===== config.mk =====
export PLATFORM = sky130hd
export DESIGN_NAME = alu_decode_stage
export DESIGN_NICKNAME = d
export VERILOG_FILES = /design/src/rtl/alu_types_pkg.sv /design/src/rtl/alu_decode_stage.sv
export SDC_FILE = /design/constraint.sdc
export NUM_CORES = 1
export LEC_CHECK = 0
export ABC_CLOCK_PERIOD_IN_PS = 2600
export CAP_MARGIN = 20
export CORE_MARGIN = 1.5
export CORE_UTILIZATION = 40
export DETAILED_ROUTE_END_ITERATION = 8
export PLACE_DENSITY = 0.76
export SLEW_MARGIN = 20
export SYNTH_ARGS = -nofsm -noshare
export SYNTH_HDL_FRONTEND = slang
export SYNTH_SLANG_ARGS = --single-unit

===== constraint.sdc =====
create_clock -name clk -period 2.6 [get_ports clk]
set_clock_uncertainty 0.15 [all_clocks]
set_input_delay 0.39 -clock clk [delete_from_list [all_inputs] [get_ports clk]]
set_output_delay 0.39 -clock clk [all_outputs]
set_load 0.005 [all_outputs]

===== src/rtl/alu_types_pkg.sv =====
// Shared types for the decode stage: ALU operation encoding.
package alu_types_pkg;

   typedef enum logic [3:0] {
      ALU_OP_ADD  = 4'd0,
      ALU_OP_SUB  = 4'd1,
      ALU_OP_SLL  = 4'd2,
      ALU_OP_SLT  = 4'd3,
      ALU_OP_SLTU = 4'd4,
      ALU_OP_XOR  = 4'd5,
      ALU_OP_SRL  = 4'd6,
      ALU_OP_SRA  = 4'd7,
      ALU_OP_OR   = 4'd8,
      ALU_OP_AND  = 4'd9
   } alu_control_t;

endpackage


===== src/rtl/alu_decode_stage.sv =====
// One-entry registered decode stage for RV32I integer ALU ops (R/I-type, LUI, AUIPC),
// with a saturating counter of captured illegal instructions.
module alu_decode_stage
   import alu_types_pkg::*;
#(
   parameter int CNT_W = 16
) (
   input  logic               clk,
   input  logic               rst,
   input  logic               in_valid,
   input  logic [31:0]        instr,
   input  logic [31:0]        pc,
   output logic               in_ready,
   output logic               out_valid,
   input  logic               out_ready,
   input  logic               flush,
   output alu_control_t       alu_control,
   output logic [4:0]         rs1,
   output logic [4:0]         rs2,
   output logic [4:0]         rd,
   output logic               a_sel,
   output logic               b_sel,
   output logic [31:0]        imm,
   output logic [31:0]        pc_out,
   output logic               reg_write,
   output logic               illegal,
   output logic [CNT_W-1:0]   illegal_count
);

   localparam logic [6:0] OP_R     = 7'b0110011;
   localparam logic [6:0] OP_I     = 7'b0010011;
   localparam logic [6:0] OP_LUI   = 7'b0110111;
   localparam logic [6:0] OP_AUIPC = 7'b0010111;
   localparam logic [6:0] F7_STD   = 7'b0000000;
   localparam logic [6:0] F7_ALT   = 7'b0100000;
   localparam logic [CNT_W-1:0] CNT_ONE = {{(CNT_W-1){1'b0}}, 1'b1};

   logic [6:0]   opcode;
   logic [2:0]   funct3;
   logic [6:0]   funct7;
   logic         capture;

   alu_control_t d_alu;
   logic [4:0]   d_rs1;
   logic [4:0]   d_rs2;
   logic [4:0]   d_rd;
   logic         d_a_sel;
   logic         d_b_sel;
   logic [31:0]  d_imm;
   logic         d_illegal;
   logic         d_reg_write;

   assign opcode   = instr[6:0];
   assign funct3   = instr[14:12];
   assign funct7   = instr[31:25];
   assign in_ready = !out_valid || out_ready;
   assign capture  = in_valid && in_ready;

   // alt selects the funct7=0100000 variant (SUB / SRA) where one exists
   function automatic alu_control_t base_op(input logic [2:0] f3, input logic alt);
      alu_control_t op;
      case (f3)
         3'b000:  op = alt ? ALU_OP_SUB : ALU_OP_ADD;
         3'b001:  op = ALU_OP_SLL;
         3'b010:  op = ALU_OP_SLT;
         3'b011:  op = ALU_OP_SLTU;
         3'b100:  op = ALU_OP_XOR;
         3'b101:  op = alt ? ALU_OP_SRA : ALU_OP_SRL;
         3'b110:  op = ALU_OP_OR;
         default: op = ALU_OP_AND;
      endcase
      return op;
   endfunction

   always_comb begin
      d_alu     = ALU_OP_ADD;
      d_rs1     = instr[19:15];
      d_rs2     = 5'd0;
      d_rd      = instr[11:7];
      d_a_sel   = 1'b0;
      d_b_sel   = 1'b0;
      d_imm     = 32'd0;
      d_illegal = 1'b0;

      case (opcode)
         OP_R: begin
            d_rs2 = instr[24:20];
            if (funct7 == F7_ALT)
               d_illegal = !((funct3 == 3'b000) || (funct3 == 3'b101));
            else if (funct7 != F7_STD)
               d_illegal = 1'b1;
            d_alu = base_op(funct3, funct7 == F7_ALT);
         end
         OP_I: begin
            d_b_sel = 1'b1;
            if ((funct3 == 3'b001) || (funct3 == 3'b101)) begin
               d_imm = {27'b0, instr[24:20]};
               if (funct7 == F7_ALT)
                  d_illegal = (funct3 == 3'b001);
               else if (funct7 != F7_STD)
                  d_illegal = 1'b1;
               d_alu = base_op(funct3, funct7 == F7_ALT);
            end else begin
               // no ADDI/SUBI distinction: funct3 000 is always ADD here
               d_imm = {{20{instr[31]}}, instr[31:20]};
               d_alu = base_op(funct3, 1'b0);
            end
         end
         OP_LUI: begin
            d_rs1   = 5'd0;
            d_b_sel = 1'b1;
            d_imm   = {instr[31:12], 12'b0};
         end
         OP_AUIPC: begin
            d_a_sel = 1'b1;
            d_b_sel = 1'b1;
            d_imm   = {instr[31:12], 12'b0};
         end
         default: d_illegal = 1'b1;
      endcase

      if (d_illegal) begin
         d_alu   = ALU_OP_ADD;
         d_imm   = 32'd0;
         d_a_sel = 1'b0;
         d_b_sel = 1'b0;
      end
      d_reg_write = !d_illegal && (d_rd != 5'd0);
   end

   always_ff @(posedge clk) begin
      if (rst) begin
         out_valid     <= 1'b0;
         alu_control   <= ALU_OP_ADD;
         rs1           <= 5'd0;
         rs2           <= 5'd0;
         rd            <= 5'd0;
         a_sel         <= 1'b0;
         b_sel         <= 1'b0;
         imm           <= 32'd0;
         pc_out        <= 32'd0;
         reg_write     <= 1'b0;
         illegal       <= 1'b0;
         illegal_count <= '0;
      end else if (flush) begin
         out_valid <= 1'b0;
      end else if (capture) begin
         out_valid   <= 1'b1;
         alu_control <= d_alu;
         rs1         <= d_rs1;
         rs2         <= d_rs2;
         rd          <= d_rd;
         a_sel       <= d_a_sel;
         b_sel       <= d_b_sel;
         imm         <= d_imm;
         pc_out      <= pc;
         reg_write   <= d_reg_write;
         illegal     <= d_illegal;
         if (d_illegal && (illegal_count != '1))
            illegal_count <= illegal_count + CNT_ONE;
      end else if (out_ready) begin
         out_valid <= 1'b0;
      end
   end

endmodule


==> run summary <==
Critical Path Max Stage Delay - 0.57 ns
Critical path launch point - instr[5]
Sort of element at the start of the critical path - primary input
Post-synthesis share of cell area spent on xor and xnor gates - 0.00211
Post-Syn Nets - 573
Number of enable flip-flop cells after synthesis - 0
Floorplan core area - 9910 um2
Via count - 4362
Pin count of the biggest net entering global routing - 44
Finish-stage setup viols - 0
Ranking of synthesized cells by area - dfxtp_1 50%, nand2_1 9.6%, a21oi_1 8.2%, nor2_1 3.0%, clkbuf_1 2.7%
Area leader, netlist - dfxtp_1
Synth Flop Type - dfxtp_1
Initial antenna violation count - 0
Post-Route Utilization - 0.640
Pwr/cell area - 490 nW/um2
CP Buf/Inv Count - 2
Worst Slack Setup Final - 0.192 ns
Final hold violations - 0
Period Utilization, post-route - 0.926
Post-synth top area share - 0.502
Width of the chip - 105 um
TritonCTS clock tree - built
F_max - 415 MHz
WL per Instance - 15.1 um
Overflow left after global routing - 0
Rows - 36
Vias in the first global route - 4001
Dominant combinational cell family by area after synthesis - simple AND/OR/NAND/NOR gates
Hold WC Path Type - in2reg
Cell at the slowest stage of the critical path - or4b_4
Worst-Margin Slew - 0.701 ns
Worst supply voltage drop on vdd - 359 uV
Buffer type at the clock tree root - clkbuf_8
Share of synthesized registers carrying an async set or reset - 0
Sinks on the clock net - 104
Critical path peak fanout - 29
Data arrival time of the critical path - 2.55 ns
Compound-Gate Fraction of Synth Area - 0.195
GRT Total Usage - 0.220
Type of the worst setup path - in2reg
Register-to-Register Setup Slack - 0.48 ns
Number of unique standard cell types used by synthesis - 41
Slew headroom - 0.529
Via density - 5.34
Worst hold path startpoint - rst
Total number of nets in the final design - 749
Clock latency at the later pin of the worst-skew pair - 0.36 ns
Area share of fa/ha/maj cells after synthesis - 0.00302
Post-route minimum period - 2.41 ns
Initial cell density of the core - 0.419
DR DRC count - 0
Post-DRT Antenna Nets - 0
Result of the run - completed
Post-CTS Setup Inserts - 0
Layout Area Growth over Synthesis - 52.8%
Number of DRC markers after the initial detailed-route iteration - 180
Top-level port count - 174
Family of cells with the greatest summed delay on the critical path - simple AND/OR/NAND/NOR gates
Leading cell type in the layout, fill and taps excluded - clkdlybuf4s50_1
Post-Syn Instances - 503
Final hold slack - 0.184 ns
Port bufs - 173
Yosys Warn Count - 0
Max Root-Sink Buffers - 2
Num CTS Buffers - 9
Pre-CTS worst setup slack - -0.159 ns
Highest-count cells in the layout ignoring fill and taps - 172 x clkdlybuf4s50_1, 106 x nand2_1, 104 x dfxtp_1
Number of max-capacitance violations reported - 0
Share of synthesized cell area in and, or, nand and nor gates - 0.251
DP HPWL - 9210 um
Count of state elements after synthesis - 104
Worst path required time - 2.74 ns
Die Footprint - 11000 um2
Number of cells upsized or downsized after cts - 0
Mean area per synthesized cell - 8.25 um2
Instance area after placement - 6130 um2
Die height - 105 um
Pleak - 2.20 nW
Global placer's final weighted congestion - 0.848
Crit path cell chain - clkdlybuf4s50_1 > or4b_4 > o211ai_2 > nor3b_2 > buf_12 > or4_1 > a21oi_1
Quantity of hold-fixing buffers added after cts - 0
Maximum level of the CTS H-tree - 3
Total wire length after detailed routing - 12300 um
Number of antenna cells inserted - 0
Pins over their slew limit - 0
Portion of netlist area occupied by mux cells - 0.00814
Post-synth design cell area - 4150 um2
Unrepaired setup endpoints after global routing - no
Overall power consumption - 3.11 mW
TritonRoute pass-1 iters - 5
Endpoint class of the critical path - register
Wire length of the first global-routing pass - 19700 um
Reg-to-Reg Start - illegal_count[0]
Post-route cell area - 6340 um2
Post-synthesis sequential area ratio - 0.502
Proportion of layout cells with a drive suffix above 1 - 0.0819
Clk pin slew, worst setup/hold paths - 0.10 ns
area by class of cell:
cell class,count,area (um2)
fillers,876,3570
flip-flops and latches,104,2080
repair buffers,201,1960
multi-input cells,360,1910
well taps,133,166
clock buffers,9,124
clock inverters,7,85.1
inverters,3,11.3
metrics by stage:
stage,cells,TNS (ns)
after CTS,817,0
after global routing,817,0
after global placement,801,-0.735
final,817,0
after floorplan,503,0
after detailed placement,801,-1.76
cell usage after synthesis (5+ instances only):
| cell | instances |
|---|---|
| clkbuf_1 | 30 |
| nor3_1 | 16 |
| o31ai_1 | 10 |
| or4_1 | 10 |
| a31oi_1 | 13 |
| nor2_1 | 33 |
| nand3_1 | 22 |
| dfxtp_1 | 104 |
| and2_1 | 5 |
| a22o_1 | 5 |
| a22oi_1 | 13 |
| a21oi_1 | 68 |
| nand4_1 | 5 |
| or3_1 | 6 |
| nand2_1 | 106 |
| o21ai_0 | 13 |
flip-flops by register name, indices dropped and copies added, names as in the netlist:
name,flops
rs1,5
pc_out,32
out_valid,1
rs2,5
illegal,1
b_sel,1
illegal_count,16
reg_write,1
imm,32
a_sel,1
rd,5
alu_control,4
worst paths after layout:
kind	endpoint	depth (start not counted)
setup / recovery	illegal_count[6]	7
setup reg to reg	illegal_count[6]	7
hold / removal	imm[9]	2
hold reg to reg	pc_out[2]	2
cells by family after synthesis:
logic type / Yosys count
AOI/OAI and AO/OA: 134
DFF: 104
muxes: 3
adders and majority gates: 1
buffers and inverters: 39
and+or+nand+nor: 221
xor gates and xnor gates: 1
metal layers:
| layer | wire, um | vias up | GRT usage |
|---|---|---|---|
| met1 | 5120 | 2056 | 0.272 |
| met2 | 6280 | 172 | 0.380 |
| met4 | 178 | 0 | 0.0626 |
| met3 | 741 | 15 | 0.0536 |
| met5 | 0 | - | 0 |
| li1 | - | 2119 | - |
report_power, final:
group          internal (mW)  total (mW)  leakage (nW)  switching [mW]
Clock                  0.465        1.04         0.100           0.576
Combinational          0.229       0.411          1.25           0.182
Sequential              1.63        1.66         0.844          0.0224
Total                   2.33        3.11          2.20           0.781
No activity file was read; power rests on OpenSTA's default activity.
